===== config.mk =====
export PLATFORM = sky130hd
export DESIGN_NAME = ioctl_dl_router
export DESIGN_NICKNAME = d
export VERILOG_FILES = /design/src/rtl/kc_dl_pkg.sv /design/src/rtl/dl_fifo.sv /design/src/rtl/ioctl_dl_router.sv
export SDC_FILE = /design/constraint.sdc
export NUM_CORES = 1
export LEC_CHECK = 0
export CAP_MARGIN = 20
export CORE_MARGIN = 10
export CORE_UTILIZATION = 48
export DETAILED_ROUTE_END_ITERATION = 10
export PLACE_DENSITY = 0.75
export SYNTH_ARGS = -nofsm -noshare
export SYNTH_HDL_FRONTEND = slang
export SYNTH_HIERARCHICAL = 1
export SYNTH_SLANG_ARGS = --single-unit

===== constraint.sdc =====
create_clock -name clk_sys -period 3.3 [get_ports clk_sys]
set_input_delay 0.33 -clock clk_sys [delete_from_list [all_inputs] [get_ports clk_sys]]
set_output_delay 0.33 -clock clk_sys [all_outputs]
set_load 0.05 [all_outputs]

===== src/rtl/kc_dl_pkg.sv =====
// Shared types and constants for the ioctl download router.
package kc_dl_pkg;

    typedef enum logic [2:0] {
        IDLE,
        IGNORE,
        SKIP,
        STREAM,
        DRAIN,
        DONE
    } dl_state_e;

    localparam logic [7:0] IDX_ROM = 8'd0;
    localparam logic [7:0] IDX_TAP = 8'd1;
    localparam logic [7:0] IDX_RAM = 8'd2;

    localparam int unsigned TAP_HDR_LEN = 128;

endpackage


===== src/rtl/dl_fifo.sv =====
// Small synchronous FIFO with occupancy count; push and pop may coincide.
module dl_fifo #(
    parameter  int unsigned W     = 8,
    parameter  int unsigned DEPTH = 4,
    localparam int unsigned PW    = $clog2(DEPTH),
    localparam int unsigned CW    = PW + 1
) (
    input  logic          clk,
    input  logic          rst,
    input  logic          push,
    input  logic [W-1:0]  din,
    input  logic          pop,
    output logic [W-1:0]  dout,
    output logic [CW-1:0] count,
    output logic          full,
    output logic          empty
);

    logic [W-1:0]  mem [DEPTH];
    logic [PW-1:0] wr_ptr;
    logic [PW-1:0] rd_ptr;
    logic          do_push;
    logic          do_pop;

    assign full    = (count == CW'(DEPTH));
    assign empty   = (count == '0);
    assign do_push = push && !full;
    assign do_pop  = pop && !empty;
    assign dout    = mem[rd_ptr];

    // Pointers wrap naturally because DEPTH is a power of two.
    always_ff @(posedge clk or posedge rst) begin
        if (rst) begin
            wr_ptr <= '0;
            rd_ptr <= '0;
            count  <= '0;
        end else begin
            if (do_push) wr_ptr <= wr_ptr + PW'(1);
            if (do_pop)  rd_ptr <= rd_ptr + PW'(1);
            count <= count + CW'(do_push) - CW'(do_pop);
        end
    end

    always_ff @(posedge clk) begin
        if (do_push) mem[wr_ptr] <= din;
    end

endmodule


===== src/rtl/ioctl_dl_router.sv =====
// Routes the hps_io ioctl download stream to one of NCH target write ports,
// with optional header skip, per-channel relocation and a small FIFO.
module ioctl_dl_router
    import kc_dl_pkg::*;
#(
    parameter int unsigned        NCH       = 3,
    parameter int unsigned        AW        = 16,
    parameter int unsigned        DEPTH     = 4,
    parameter logic [NCH*8-1:0]   CH_INDEX  = {IDX_RAM, IDX_TAP, IDX_ROM},
    parameter logic [NCH-1:0]     SKIP_MASK = 3'b010,
    parameter int unsigned        HDR_SKIP  = TAP_HDR_LEN
) (
    input  logic              clk_sys,
    input  logic              reset,
    input  logic              ioctl_download,
    input  logic [7:0]        ioctl_index,
    input  logic              ioctl_wr,
    input  logic [24:0]       ioctl_addr,
    input  logic [7:0]        ioctl_data,
    output logic              ioctl_wait,
    input  logic [NCH*AW-1:0] ch_base,
    output logic [NCH-1:0]    t_req,
    output logic [AW-1:0]     t_addr,
    output logic [7:0]        t_data,
    input  logic [NCH-1:0]    t_ack,
    output logic              dl_busy,
    output logic              dl_done,
    output logic [24:0]       dl_len,
    output logic              err
);

    localparam int unsigned LW  = 25;
    localparam int unsigned FW  = AW + 8;
    localparam int unsigned CHW = (NCH > 1) ? $clog2(NCH) : 1;
    localparam int unsigned CW  = $clog2(DEPTH) + 1;

    dl_state_e       state;
    logic [CHW-1:0]  ch_r;
    logic            skip_r;

    logic            hit;
    logic [CHW-1:0]  hit_ch;
    logic [LW-1:0]   off;
    logic            in_range;
    logic            hdr_ok;
    logic            wr_live;
    logic            push;
    logic            pop;
    logic            ack_hit;
    logic            err_set;
    logic [AW-1:0]   dest;
    logic [CW-1:0]   count_n;
    logic [CW-1:0]   free_n;
    logic            wait_n;

    logic [FW-1:0]   fifo_dout;
    logic [CW-1:0]   fifo_count;
    logic            fifo_full;
    logic            fifo_empty;

    // Channel lookup; scanning downwards lets the lowest matching channel win.
    always_comb begin
        hit    = 1'b0;
        hit_ch = '0;
        for (int i = NCH - 1; i >= 0; i--) begin
            if (CH_INDEX[i*8 +: 8] == ioctl_index) begin
                hit    = 1'b1;
                hit_ch = CHW'(i);
            end
        end
    end

    assign off      = ioctl_addr - (skip_r ? LW'(HDR_SKIP) : LW'(0));
    assign in_range = ((off >> AW) == '0);
    assign hdr_ok   = (ioctl_addr >= LW'(HDR_SKIP));
    assign dest     = ch_base[ch_r*AW +: AW] + AW'(off);
    assign wr_live  = ioctl_wr && ((state == STREAM) || ((state == SKIP) && hdr_ok));
    assign push     = wr_live && in_range && !fifo_full;
    assign err_set  = wr_live && (!in_range || fifo_full);

    // The output register is the head stage: reload it when empty or accepted.
    assign ack_hit  = |(t_req & t_ack);
    assign pop      = !fifo_empty && ((t_req == '0) || ack_hit);

    assign count_n  = fifo_count + CW'(push) - CW'(pop);
    assign free_n   = CW'(DEPTH) - count_n;
    assign wait_n   = (free_n <= CW'(1));

    dl_fifo #(
        .W     (FW),
        .DEPTH (DEPTH)
    ) u_fifo (
        .clk   (clk_sys),
        .rst   (reset),
        .push  (push),
        .din   ({dest, ioctl_data}),
        .pop   (pop),
        .dout  (fifo_dout),
        .count (fifo_count),
        .full  (fifo_full),
        .empty (fifo_empty)
    );

    always_ff @(posedge clk_sys or posedge reset) begin
        if (reset) begin
            state      <= IDLE;
            ch_r       <= '0;
            skip_r     <= 1'b0;
            ioctl_wait <= 1'b0;
            t_req      <= '0;
            t_addr     <= '0;
            t_data     <= '0;
            dl_busy    <= 1'b0;
            dl_done    <= 1'b0;
            dl_len     <= '0;
            err        <= 1'b0;
        end else begin
            dl_done <= 1'b0;

            if (pop) begin
                t_req  <= NCH'(1) << ch_r;
                t_addr <= fifo_dout[FW-1:8];
                t_data <= fifo_dout[7:0];
            end else if (ack_hit) begin
                t_req <= '0;
            end

            case (state)
                IDLE: begin
                    ioctl_wait <= 1'b0;
                    if (ioctl_download) begin
                        ch_r    <= hit_ch;
                        skip_r  <= hit && SKIP_MASK[hit_ch];
                        dl_len  <= '0;
                        err     <= 1'b0;
                        dl_busy <= 1'b1;
                        if (!hit)                   state <= IGNORE;
                        else if (SKIP_MASK[hit_ch]) state <= SKIP;
                        else                        state <= STREAM;
                    end
                end
                IGNORE: begin
                    ioctl_wait <= 1'b0;
                    if (!ioctl_download) begin
                        state   <= IDLE;
                        dl_busy <= 1'b0;
                    end
                end
                SKIP, STREAM: begin
                    if (!ioctl_download) begin
                        state      <= DRAIN;
                        ioctl_wait <= 1'b1;
                    end else begin
                        ioctl_wait <= wait_n;
                        if (state == SKIP && ioctl_wr && hdr_ok) state <= STREAM;
                    end
                end
                DRAIN: begin
                    ioctl_wait <= 1'b1;
                    if (fifo_empty && (t_req == '0)) begin
                        state   <= DONE;
                        dl_done <= 1'b1;
                    end
                end
                DONE: begin
                    state      <= IDLE;
                    ioctl_wait <= 1'b0;
                    dl_busy    <= 1'b0;
                end
                default: begin
                    state   <= IDLE;
                    dl_busy <= 1'b0;
                end
            endcase

            // Pushes and errors only occur in SKIP/STREAM, never alongside the IDLE clear.
            if (push)    dl_len <= dl_len + 25'd1;
            if (err_set) err    <= 1'b1;
        end
    end

endmodule


==> run metrics, run 1 <==
first-pass GRT wire length=around 35 mm; syn_nets=around 770; maximum vdd drop=slightly below 0.7 mV; Post-DP Area=~10000 sq um; Max Cap Viol=0; clock root buffer master=clkbuf_16; routed wire length=~21 mm; CP Data Arrival Time=roughly 3.3 ns; crit path max fanout=7; Post-Syn Area=approximately 8400 sq um; Yosys top cell by area=edfxtp_1; CTS tree=built; P_leak=between 0.004 and 0.005 uW; num ports=about 150; Core Rows=48; Worst EP required=approximately 3.4 ns; setup tns final=0 ns; ANT nets after route=0; core area=~17000 sq um; H-tree level count=4; Synth Register Bits=between 150 and 200; Post-Route Skew=approximately 0.0096 ns; most frequent cells in the layout=150 x clkdlybuf4s50_1, 96 x edfxtp_1, 68 x dfrtp_1; worst reg2reg path depth=13; R2R setup slack=roughly 0.13 ns; yosys warns=6; final setup vio count=0; Max-slew headroom=about three fifths; share of cells above drive strength 1=a little under a fifth; ys flop type=edfxtp_1; DP Cell Count=between 1000 and 1500; status=finished, final reports clean; RSZ-0062 raised after global routing=true; Tcrit/Tclk final=a little over nine tenths; Critical Path End Type=flip-flop; height of the die=152 um; clk buf depth=2; vias after detailed routing=between 6000 and 7000; PD cells=about 620 nW/um^2; Reg area=between 4000 and 5000 sq um; Reg2Reg Capture Point=u_fifo/mem[1][22]$_DFFE_PP_; Die ar.=23100 sq um; CTS Buf Count=17; largest net degree at the start of global routing=39; Distinct cells, synth=67; Fmax=approximately 320 MHz; Layout area overhead=33.2%; CP startpoint kind=flip-flop; Worst-Margin Slew=0.628 ns; EDFF count, synth=96; fill cell count=around 1300; worst hold path class=in -> async; Design Area, Final=11100 sq um; DR iter-0 viols=383; TritonRoute pass-1 iters=5; gr ovfl total=0; Skew-Pair Late Insertion Delay=0.42 ns; PortBufs=between 150 and 200; nets=980; sequential area share after synthesis=~55%; Hold Fails Final Rpt=0; clock-pin slew on the worst setup and hold paths=0.06 ns; most common cell after layout, fill and taps aside=clkdlybuf4s50_1; initial antenna violation count=0; Overall Global Routing Usage=18.4%; max-slew violations=0; combined area of the multi-input logic cells=~3600 sq um; Non-Filler Instances=between 1000 and 1500; Final HPWL DP=~15 mm; Pwr Total=6930 uW; async set-reset flop share out of synthesis=41.8%; # clock sinks=approximately 170; Chip Width=152 um; RR Startpoint=ch_r[1]$_DFFE_PP0P_; Avg WL per Cell=19.4 um; min cycle time layout=3.17 ns; Synth area leaders=edfxtp_1 35%, dfrtp_1 21%, mux4_2 4.9%, ha_1 3.7%, mux2_2 3.2%; ANT cells=0; DR vias/cell=roughly 5.6; # DRC=0; synthesized area per cell=around 13 sq um; top cell type's share of synthesized area=34.5%; vias in the first global route=approximately 6500; Syn Inst Count=between 600 and 700; Initial Util=around half; CP Class=reg -> reg; routability cong.=about 0.88
## worst max-delay path by stage
stage	start	to	slack, ns	cells after the start
floorplan	ioctl_addr[7]	u_fifo/count[2]$_DFF_PP0_	0.002	16
global placement	ioctl_addr[7]	u_fifo/count[2]$_DFF_PP0_	-0.20	17
detailed placement	ioctl_addr[7]	u_fifo/count[2]$_DFF_PP0_	-0.36	17
CTS	ch_r[1]$_DFFE_PP0P_	u_fifo/mem[1][22]$_DFFE_PP_	0.05	13
global route	ch_r[1]$_DFFE_PP0P_	u_fifo/mem[1][22]$_DFFE_PP_	-0.05	13
finish	ch_r[1]$_DFFE_PP0P_	u_fifo/mem[1][22]$_DFFE_PP_	0.13	13
## metal layers
layer	vias up	share of wire, %	GRT usage, %
met5	-	0	0
met4	0	2.2	5.50
met3	34	6.5	5.50
met2	200	51	31.7
met1	3003	40	21.6
li1	2874	-	-
## cell type report
cell class / instances / area share, %
Timing Repair Buffer: 207 / 18.0
Clock buffer: 19 / 3.89
Clock inverter: 13 / 1.09
Tap cell: 225 / 2.53
Inverter: 24 / 0.810
Sequential cell: 165 / 41.4
Multi-Input combinational cell: 441 / 32.3
## critical path, stage by stage, from the launching register on
cell	delay, ns
dfrtp_2	0.50
mux2i_1	0.25
o21ai_1	0.10
ha_2	0.19
inv_2	0.05
fa_2	0.20
nor2b_2	0.05
o31a_1	0.26
o31a_1	0.28
a2111oi_2	0.23
buf_4	0.19
o31ai_4	0.08
o41ai_2	0.33
xnor2_1	0.17
## stage by stage
stage	setup WS, ns	util, %	hold WS [ns]
after floorplan	0.00213	-	0.133
after global placement	-0.203	60.8	0.489
after detailed placement	-0.365	60.8	0.497
after CTS	0.0467	64.1	0.183
after global routing	-0.0547	64.8	0.217
final	0.132	64.8	0.192
## logic make-up after synthesis
kind of cell	count (synthesis)	share of synthesized area (%)
AND/OR/NAND/NOR	214	13.7
flip-flops	165	55.2
AO/OA/AOI/OAI	109	9.21
multiplexers	65	12.0
buffers and inverters	44	2.80
adder cells (fa/ha/maj)	28	4.46
XOR/XNOR	25	2.62
## Yosys cell counts (12+ instances only)
cell type	n
a21oi_1	14
a221o_1	12
and3_1	16
dfrtp_1	69
edfxtp_1	96
ha_1	25
inv_1	23
mux2_2	24
mux2i_1	17
mux4_2	18
nand2_1	54
nand3_1	25
nor2_1	43
nor3_1	12
o21ai_0	35
xnor2_1	17
## where the power goes
group / internal (uW) / total [uW] / switching (uW)
logic: 1130 / 2450 / 1320
registers: 2440 / 2620 / 185
clock network: 1050 / 1860 / 815
total: 4610 / 6930 / 2320
## state kept, by name, indices dropped and copies added, names as in the netlist
name and flops:
dl_done 1, ch_r 2, state 3, err 1
u_fifo/rd_ptr 2, dl_len 25, t_req 3, t_addr 16
ioctl_wait 1, u_fifo/mem 96, skip_r 1, u_fifo/wr_ptr 2
u_fifo/count 3, dl_busy 1, t_data 8
## what timing repair did
item                       4_1_cts  5_1_grt
pin swaps                        0       11
resized for setup                3       22
setup endpoints to repair        8       17
buffers inserted                 0        5
hold buffers                     0        0
No activity file was read; power rests on OpenSTA's default activity.
==> run 2, diff against run 1 <==
- GPL_TIMING_DRIVEN: not set -> 0
==> run 2 against run 1 <==
Utilization grew 0.25 points. Critical endpoint is now u_fifo/count[2]$_DFF_PP0_. Worst hold slack improved by 0.0088 ns. Largest power group unchanged. Global-route usage fell by 0.44 points. Combinational power increased by 5%. Critical path depth up 2. Routed wire length increased by 0.47%.
==> run metrics, run 2 (synthesized netlist as in run 1, its figures left out) <==
Avg WL per Cell=slightly below 20 um; PortBufs=approximately 150; num ports=between 150 and 200; CTS tree=built; CP max stage cell=or4b_4; routability cong.=between 0.8 and 0.9; largest register by flop count=u_fifo/mem; Design Area, Final=around 11000 sq um; height of the die=between 150 and 200 um; vias after detailed routing=6160; H-tree level count=4; Max Cap Viol=0; TritonRoute pass-1 iters=5; clock root buffer master=clkbuf_16; Overall Global Routing Usage=between 10% and 20%; DR vias/cell=~5.7; maximum vdd drop=about 0.54 mV; clock-pin slew on the worst setup and hold paths=around 0.060 ns; Layout area overhead=33.8%; clk buf depth=2; post-route setup slack=0.0764 ns; nets=970; crit path max fanout=3; gr ovfl total=0; Skew-Pair Late Insertion Delay=roughly 0.43 ns; CP max stage delay=~0.46 ns; ANT cells=0; worst hold path class=in -> async; Tcrit/Tclk final=a little over nine tenths; # DRC=0; Chip Width=~150 um; share of cells above drive strength 1=between 10% and 20%; Initial Util=between 40% and 50%; max-slew violations=0; cells along the critical path=ha_4 > ha_4 > or4b_4 > nor3_2 > nand3_1 > nand3_2 > nand4_1 > inv_4 > nand2b_4 > ha_4 > inv_2 > ha_4 > fa_2 > xnor2_2 > xnor2_1; initial antenna violation count=0; clock share of power=26.1%; CP startpoint kind=flip-flop; CP Class=reg -> reg; switching portion of total power=about a third; Critical Path Most Common Cell=ha_4; vias in the first global route=between 6000 and 7000; CTS Buf Count=17; Hold Fails Final Rpt=0; PD cells=approximately 630 nW/um^2; Worst EP required=roughly 3.6 ns; P_leak=between 0.004 and 0.005 uW; Int Pwr=~4600 uW; RSZ-0062 raised after global routing=true; Post-Route Skew=0.0135 ns; registers with the most flip-flops=u_fifo/mem x96, dl_len x25, t_addr x16; # clock sinks=approximately 170; most common cell after layout, fill and taps aside=clkdlybuf4s50_1; worst reg2reg path depth=15; Max-slew headroom=a little over two fifths; DP Cell Count=1031; min cycle time layout=approximately 3.2 ns; ANT nets after route=0; Switch Pwr=about 2400 uW; CP Data Arrival Time=between 3 and 4 ns; most frequent cells in the layout=149 x clkdlybuf4s50_1, 96 x edfxtp_1, 67 x dfrtp_1; final setup vio count=0; largest net degree at the start of global routing=37; status=finished, final reports clean; routed wire length=between 20 and 25 mm; DR iter-0 viols=309; Non-Filler Instances=between 1000 and 1500; fill cell count=between 1000 and 1500; core area=roughly 17000 sq um; Post-DP Area=roughly 10000 sq um; first-pass GRT wire length=approximately 34 mm; Final HPWL DP=~16 mm; part of the power in registers=between 30% and 40%; Die ar.=approximately 23000 sq um; Worst-Margin Slew=around 0.87 ns; Core Rows=48; proportion of power drawn by combinational gates=between 30% and 40%; Fmax=between 300 and 400 MHz; number of flip-flops under the largest register name=96; Critical Path End Type=flip-flop; pre-CTS WS=-1.06 ns
run 2: changes by cell type in the layout (fill, tap and decap cells not counted), moves of 3 or more:
cell	delta
ha_2	-3
buf_2	+6
clkbuf_1	+3
ha_4	+4
and3b_2	+4
buf_16	+4
and3b_1	-4
buf_4	-28
clkinvlp_4	-3
buf_6	+3
clkinv_4	+4
run 2: metrics by stage:
step / setup TNS, ns / hold WS [ns] / total power, uW / util, %
final: 0 / 0.200 / 6990 / 65.0
after global routing: -0.417 / 0.238 / 7310 / 65.0
after CTS: 0 / 0.194 / 7010 / 64.0
after detailed placement: -84.63 / 0.496 / 5160 / 59.8
after global placement: -117.57 / 0.489 / 5070 / 59.1
after floorplan: 0 / 0.133 / 4350 / -
run 2: what timing repair did:
action | CTS | global route
pin swaps | 13 | 12
resized for setup | 22 | 19
hold buffers | 0 | 0
setup buffers | 11 | 11
hold endpoints to repair | 0 | 0
cloned | 0 | 1
endpoints found under the setup margin | 128 | 89
run 2: routing by layer:
metal | vias up | routed length, um | global-route usage, %
met4 | 0 | 337 | 4.91
met2 | 230 | 10700 | 30.4
met5 | - | 0 | 0
met1 | 3044 | 8810 | 22.1
met3 | 25 | 1420 | 4.85
li1 | 2861 | - | -
run 2: final timing paths:
path | startpoint | end | slack (ns)
worst min-delay path | reset | u_fifo/wr_ptr[1]$_DFFE_PP0P_ | 0.20
worst max register to register | skip_r$_DFFE_PP0P_ | u_fifo/count[2]$_DFF_PP0_ | 0.08
min in group clk_sys | t_data[5]$_DFFE_PP0P_ | t_data[5]$_DFFE_PP0P_ | 0.51
max in group asynchronous | reset | ch_r[1]$_DFFE_PP0P_ | 2.19
worst max-delay path | skip_r$_DFFE_PP0P_ | u_fifo/count[2]$_DFF_PP0_ | 0.08
worst min register to register | t_data[5]$_DFFE_PP0P_ | t_data[5]$_DFFE_PP0P_ | 0.51
run 2: layout make-up:
| class | count | area [sq um] | share of cell area (%) |
|---|---|---|---|
| plain buffers | 18 | 160 | 1.43 |
| clock buffers | 20 | 447 | 4.00 |
| clock inverters | 12 | 97.6 | 0.874 |
| inverters | 24 | 92.6 | 0.829 |
| multi-input cells | 441 | 3650 | 32.7 |
| flip-flops and latches | 165 | 4610 | 41.3 |
| well taps | 225 | 282 | 2.52 |
| repair buffers | 179 | 1830 | 16.4 |
run 2: power groups by stage:
| stage | Clock (uW) | Sequential, uW | Combinational, uW |
|---|---|---|---|
| 3_5_place_dp | 0 | 2640 | 2520 |
| 3_3_place_gp | 0 | 2620 | 2440 |
| 2_1_floorplan | 0 | 3160 | 1190 |
| 4_1_cts | 1850 | 2600 | 2560 |
| 6_report | 1820 | 2600 | 2570 |
| 5_1_grt | 1930 | 2630 | 2750 |
run 2: critical path, delay by kind of cell, from the launching register on:
family / cells / cell delay [ns]
DFF: 1 / 0.42
adders and majority gates: 5 / 1.07
and+or+nand+nor: 6 / 1.12
buffers and inverters: 2 / 0.20
xor gates and xnor gates: 2 / 0.28
